File: src/rtl/down_counter_pkg.sv
// Shared definitions for the down_counter block: FSM state encoding and default width.
package down_counter_pkg;

  typedef enum logic {
    IDLE  = 1'b0,
    COUNT = 1'b1
  } state_t;

  localparam int DEF_WIDTH = 4;

endpackage

File: src/rtl/dff_vec.sv
// WIDTH-bit D register with asynchronous active-low clear; qbar is the complement of the same flops.
module dff_vec #(
  parameter int WIDTH = 4
) (
  input  logic             clk,
  input  logic             clr,
  input  logic [WIDTH-1:0] d,
  output logic [WIDTH-1:0] q,
  output logic [WIDTH-1:0] qbar
);

  always_ff @(posedge clk or negedge clr) begin
    if (!clr) q <= '0;
    else      q <= d;
  end

  assign qbar = ~q;

endmodule

File: src/rtl/down_counter.sv
// Loadable down counter with one-shot or auto-reload operation and a registered terminal-count pulse.
module down_counter
  import down_counter_pkg::*;
#(
  parameter int WIDTH = DEF_WIDTH
) (
  input  logic             clk,
  input  logic             clr,
  input  logic             load,
  input  logic [WIDTH-1:0] d,
  input  logic             en,
  input  logic             periodic,
  output logic [WIDTH-1:0] q,
  output logic [WIDTH-1:0] qbar,
  output logic             tc,
  output logic             busy
);

  state_t           state;
  logic [WIDTH-1:0] reload;
  logic [WIDTH-1:0] q_next;
  logic             q_is_one;

  assign q_is_one = (q == WIDTH'(1));

  // Count register next value; load wins over any counting action.
  always_comb begin
    q_next = q;
    if (load) begin
      q_next = d;
    end else if (state == COUNT && en) begin
      if (q == '0) q_next = reload;
      else         q_next = q - WIDTH'(1);
    end
  end

  dff_vec #(.WIDTH(WIDTH)) u_count (
    .clk  (clk),
    .clr  (clr),
    .d    (q_next),
    .q    (q),
    .qbar (qbar)
  );

  // periodic only matters on the 1->0 edge; it decides whether the FSM keeps counting.
  always_ff @(posedge clk or negedge clr) begin
    if (!clr) begin
      state  <= IDLE;
      tc     <= 1'b0;
      reload <= '0;
    end else begin
      tc <= 1'b0;
      if (load) begin
        reload <= d;
        state  <= (d != '0) ? COUNT : IDLE;
      end else if (state == COUNT && en && q_is_one) begin
        tc <= 1'b1;
        if (!periodic) state <= IDLE;
      end
    end
  end

  // busy is the state register itself, so it doubles as the FSM debug view.
  assign busy = (state == COUNT);

endmodule

File: config.mk
export PLATFORM = sky130hd
export DESIGN_NAME = down_counter
export DESIGN_NICKNAME = d
export VERILOG_FILES = /design/src/rtl/down_counter_pkg.sv /design/src/rtl/dff_vec.sv /design/src/rtl/down_counter.sv
export SDC_FILE = /design/constraint.sdc
export NUM_CORES = 1
export LEC_CHECK = 0
export CAP_MARGIN = 10
export CORE_AREA = 5 5 42 44
export DETAILED_ROUTE_END_ITERATION = 12
export DIE_AREA = 0 0 47 49
export PLACE_DENSITY = 0.72
export SYNTH_ARGS = -nofsm -noshare
export SYNTH_HDL_FRONTEND = slang
export SYNTH_SLANG_ARGS = --single-unit
File: constraint.sdc
create_clock -name clk -period 1.7 [get_ports clk]
set_input_delay 0.255 -clock clk [delete_from_list [all_inputs] [get_ports clk]]
set_output_delay 0.255 -clock clk [all_outputs]
set_load 0.01 [all_outputs]
Yosys cells after proc, flatten, opt, wreduce, memory -nomap -nowiden
Index checks and enable logic that the tools add are counted.

Register bits after elaboration: 10. Input port bits: 9. Output and inout bits: 10. Logic and storage cells: 24.

$add $sub $neg: 1. Eq/ne operators: 2. Multiplexer cells: 9. Bitwise logic cells: 1. Reductions and logical operators: 7.

Operator list (number): 4-bit 2-to-1 mux (3); 1-bit 2-to-1 mux (6); 4-bit by 1-bit equality test with 1-bit output, second input constant (1); 4-bit logical NOT (1); 4-bit NOT (1); 2-bit nonzero test (2); 4-bit nonzero test (1); 4-bit by 1-bit subtractor with 4-bit output, second input constant (1); 1-bit logical AND (2); 2-bit inequality test, second input constant (1); 2-bit AND reduction (1).

Depth between registers and ports, before layout
Depth in word-level cells: 4. Depth in mapped cells: 5.

Cells and area by module
A second synthesis with hierarchy kept.

Cells, all modules: 57. Area, all modules: 571.8 sq um.

Modules (own cells, without submodules): down_counter (times used 1, cells each 49, area each 456.7 sq um, sequential area each 150.1 sq um); dff_vec (times used 1, cells each 8, area each 115.1 sq um, sequential area each 100.1 sq um).

Worst setup path before layout
No wires, ideal clock.

Kind: flip-flop to flip-flop. From: reg u_count.q[0]. To: reg u_count.q[2]. Library setup time: 0.069 ns. Arrival: 1.487 ns. Required time: 1.631 ns. Path slack: 0.144 ns. Stages on the path, launching flop included: 6. Clock period less this slack: 1.556 ns. Cells stage by stage: dfrtp_1 -> inv_1 -> ha_1 -> nand3_1 -> or4_1 -> nand3_1.

Cells in the longest elaborated chain, start to end: 4. Elaborated cells between the ends (all ways): 5.

Ends and longest elaborated chain: start, declared (RTL line dff_vec.sv:8) `output logic [WIDTH-1:0] q,`; start signal, assigned (RTL line dff_vec.sv:13) `if (!clr) q <= '0;`; start signal, assigned (RTL line dff_vec.sv:14) `else q <= d;`; 4-bit by 1-bit subtractor with 4-bit output / 4-bit logical NOT (equally long branches) (RTL line down_counter.sv:33, down_counter.sv:32); 4-bit 2-to-1 mux (*) (RTL line down_counter.sv:32) `if (q == '0) q_next = reload;`; 4-bit 2-to-1 mux (*) (RTL line down_counter.sv:31) `end else if (state == COUNT && en) begin`; 4-bit 2-to-1 mux (*) (RTL line down_counter.sv:29) `if (load) begin`.

Mark *: on every way between the ends. The rest lies on a longest branch, timed or not. The select of a mux whose other input is x is not followed. A chain may end at the register's enable or synchronous reset.

Worst setup path after layout
From: reg u_count.q[0]. To: out qbar[0].

Cells in the longest elaborated chain, start to end: 1.

Ends and longest elaborated chain: 4-bit NOT (RTL line dff_vec.sv:17) `assign qbar = ~q;`; end, declared (RTL line down_counter.sv:14) `output logic [WIDTH-1:0] qbar,`.

No other way between the ends.

==> out/metrics.csv <==
metric,value,unit
status,"finished, final reports clean",
yosys.area.top_type,dfrtp_1,
fillerInstances,138,
syn_inst,57,
die_x,47,um
tns,0,ns
synth_most_common_cell,dfrtp_1,
yosysUniqueCellTypes,20,
die-height,49,um
synth_area_leaders,"dfrtp_1, inv_1, o41ai_1, ha_1, a21oi_1",
avgViaCountPerCell,5.427,
p_per_area,827.2,nW/um2
min_period_over_period,0.9500,
async_reset_ff_frac,1.000,
synth_area,523.0,um2
cts_tree,yes,
critPathLaunchType,flop,
worst_slew_pin_slew,0.4577,ns
cts_buffers,3,
cp_data_required_time,1.44,ns
syn_to_final_growth,46.17,%
min_path_type,input pin to asynchronous set/reset pin,
yosysSeqAreaShare,0.4785,
place_area,742.0,um2
whs,0.3097,ns
grt_start_max_net_pins,11,
crit_arrival,1.36,ns
synth.net_count,68,
grt.total_usage,0.1260,
place_congestion,0.8640,
leakagePower,0.3319,nW
port_buffers,18,
ys_warn_count,0,
ios,19,
synth-seq-cells,10,
maxCapViolations,0,
grt_overflow_total,0,
drc,0,
cts_max_path_buffers,2,
end_kind,primary output,
clkTransAtPathRegs,0.06,ns
ant_nets,0,
core_area,1401,um2
post_cts_resized,0,
multi_input_area,235.2,um2
cts_root_buffer,clkbuf_4,
num-nets-final,93,
finalSetupViolations,0,
synth_top_flop_cell,dfrtp_1,
grt_pass1_wl,2104,um
r2r_cells,5,
cp_max_fo,6,
rsz0062_at_grt,no,
dp_hpwl,981.5,um
num_antenna_cells,0,
relSlewSlack,0.6939,
cts_setup_buffers,0,
antenna_found_initial,0,
fmax,0.6192,GHz
wl_per_cell,12.68,um
design_area,764.5,um2
drive_above_1_share,0.1000,
worstSetupPathType,flop to primary output,
row_count,14,
synth_common_cells,"dfrtp_1, inv_1, nand2_1",
grt_pass1_vias,502,
ctsHoldBuffers,0,
drt-total-wl,1217,um
finalHoldViolations,0,
synth_edf_count,0,
insertion_delay,0.26,ns
r2r_slack,0.20,ns
clock-sinks,10,
drt_iter0_markers,14,
vias,521,
dr.pass1.iters,4,
ff_latch_area,250.2,um2
initial_core_util,0.3732,
regToRegStartpoint,u_count.q[0],
clock_skew,0.002209,ns
dieArea,2303,um2
ir_drop,0.4944,mV
reg2reg_to,u_count.q[2],
drv_slew,0,
fin_crit,1.615,ns
synth.top_cell.area_share,0.4785,
synth.avg_cell_area,9.175,um2
cts_max_level,1,
-- worst max-delay path by stage --
stage	start	endpoint	slack [ns]	cells past startpoint
global route	u_count.q[1]	qbar[1]	0.02	2
finish	u_count.q[0]	qbar[0]	0.09	2
CTS	u_count.q[0]	qbar[0]	0.07	2
global placement	en	u_count.q[3]	0.14	4
detailed placement	en	u_count.q[3]	0.12	4
floorplan	u_count.q[0]	u_count.q[2]	0.14	5
-- flip-flops by register name, summed over array words and instances, names as in the netlist --
signal     flops
reload         4
u_count.q      4
busy           1
tc             1
-- power breakdown --
| part | total [W] | internal, W | switching, W |
|---|---|---|---|
| logic | 0.000186 | 0.000102 | 0.0000835 |
| registers | 0.000290 | 0.000261 | 0.0000292 |
| clock network | 0.000156 | 0.0000815 | 0.0000750 |
| total | 0.000632 | 0.000445 | 0.000188 |
-- worst max-delay path: stages (launching register included) --
cell             delay (ns)
dfrtp_1                0.44
inv_1                  0.12
clkdlybuf4s50_1        0.54
-- area by class of cell --
| type | count | area share |
|---|---|---|
| sequential | 10 | 0.3273 |
| clock buffer | 3 | 0.02946 |
| tap | 16 | 0.02619 |
| multi-input combinational | 37 | 0.3077 |
| timing repair buffer | 21 | 0.2651 |
| inverter | 9 | 0.04419 |
-- placed cells by master, fill, tap and decap left out --
cell	count
clkdlybuf4s50_1	18
dfrtp_1	10
inv_1	9
nand2_1	5
a21oi_1	4
o21ai_1	4
nor2_1	3
o41ai_1	3
clkbuf_4	3
buf_4	3
a311o_1	2
o21ai_0	2
o211ai_1	2
nand3b_1	2
nand3_1	2
ha_1	2
nand2_2	1
or4_4	1
o21a_1	1
nor3_1	1
nor2b_1	1
or4_1	1
-- layer usage --
layer	track usage	share of wire
met5	0	0
met3	0.02583	0.083
met1	0.1409	0.40
met2	0.2036	0.50
met4	0.08295	0.017
-- through the flow --
step / util / setup slack (ns) / total power (W) / instances
after floorplan: - / 0.1439 / 0.0003721 / 57
after global placement: 0.5295 / 0.1402 / 0.0004776 / 93
after detailed placement: 0.5295 / 0.1199 / 0.0004810 / 93
after CTS: 0.5455 / 0.06926 / 0.0006411 / 96
after global routing: 0.5455 / 0.01501 / 0.0006772 / 96
final: 0.5455 / 0.08507 / 0.0006323 / 96
-- cell families (layout without fill, tap and decap cells) --
kind of cell               Yosys count  in the layout  synth area share
AOI/OAI and AO/OA                   18             18            0.2273
and+or+nand+nor                     17             17            0.1746
DFF                                 10             10            0.4785
buffers and inverters               10             33           0.07176
adders and majority gates            2              2           0.04784
No activity file was read; power rests on OpenSTA's default activity.
==> patch 1 (same flow settings) <==
Set the package constant `DEF_WIDTH` to 5 (it was 4).
--- a/src/rtl/down_counter_pkg.sv
+++ b/src/rtl/down_counter_pkg.sv
@@ -6,7 +6,7 @@
     COUNT = 1'b1
   } state_t;
 
-  localparam int DEF_WIDTH = 4;
+  localparam int DEF_WIDTH = 5;
 
 endpackage
 
Interface: changed (resized d, q and qbar); port bits go from 19 to 22. No check against the original RTL was run, so the function may have changed too.
==> patch 1 against the original RTL <==
- worst setup slack got worse by 0.028 ns
- cell area rose by 33%
- register-to-register slack got worse by 0.11 ns
- sequential cell count rose by 2
- clock skew rose by 0.0095 ns
- wire length rose by 60%
- combinational power rose by 53%
- total power rose by 39%
- synthesized area rose by 38%
- worst hold slack improved by 0.011 ns
- sequential power rose by 24%
- highest routed layer unchanged
- clock power rose by 51%
- largest power group unchanged
==> patch 1: results (changes against the original RTL) <==
- Clock slew at reported path FFs: 0.09 ns (+0.03 ns)
- Filler cell count in the final layout: 103 (-25%)
- Non-clk invs: 8 (-1)
- Largest regs: reload: 5 flops, u_count.q: 5 flops
- Post-CTS resize count: 3 (+3)
- Worst vdd ir: 0.534 mV (+8.0%)
- Top cell category: multi-input combinational cells
- Status: complete, no violations
- Clock Latency Late Sink: 0.29 ns (+0.03 ns)
- Flop pwr share: 40.9% (-5.0 points)
- Vias: 669 (+28%)
- M2 GR Usage: 30.1% (+9.7 points)
- Top post-synthesis cells by area: dfrtp_1 (42%), ha_1 (5.2%), mux2_1 (4.7%)
- Critical Path AT: 1.39 ns (+0.03 ns)
- First-pass GRT wire length: 3.08 mm (+46%)
- Fraction of area in registers: 30.0% (-2.7 points)
- Syn Inst Count: 72 (+26%)
- Post-synth cell types: 34 (+70%)
- Syn nets: 85 (+25%)
- Static Leak: 0.435 nW (+31%)
- First DRT Iteration DRCs: 13 (-1)
- DP Cell Count: 111 (+19%)
- Switch share: 31.3% (+1.7 points)
- Worst slack, placed: 0.0484 ns (-0.0716 ns)
- Fraction of area in multi-input gates: 36.3% (+5.5 points)
- Largest net degree at the start of global routing: 18 (+7)
- Multi-input logic cell count: 48 (+30%)
- Power Clock: 236 uW (+51%)
- Final cell count without fillers: 115 (+20%)
- GRT met1 Usage: 23.3% (+9.3 points)
- Number of buffers added on ports: 21 (+3)
[patch 1: cell families (layout without fill, tap and decap cells)]
group | Yosys count | after routing | share of synthesized area (%)
buffers and inverters | 12 | 39 | 7.96
adders and majority gates | 3 | 3 | 5.19
AOI/OAI and AO/OA | 19 | 19 | 18.9
muxes | 4 | 4 | 6.06
DFF | 12 | 12 | 41.5
and+or+nand+nor | 22 | 22 | 20.4
[patch 1: final timing paths]
path                                          start                        to  slack, ns  depth (start not counted)
max                        u_count.q[3]$_DFFE_PN0P_                   qbar[3]       0.06                          2
min                                             clr     reload[4]$_DFFE_PN0P_       0.32                          1
max reg2reg                u_count.q[1]$_DFFE_PN0P_  u_count.q[1]$_DFFE_PN0P_       0.09                          5
min reg2reg                   reload[3]$_DFFE_PN0P_     reload[3]$_DFFE_PN0P_       0.51                          1
max in group asynchronous                       clr  u_count.q[4]$_DFFE_PN0P_       0.97                          1
min in group clk              reload[3]$_DFFE_PN0P_     reload[3]$_DFFE_PN0P_       0.51                          1
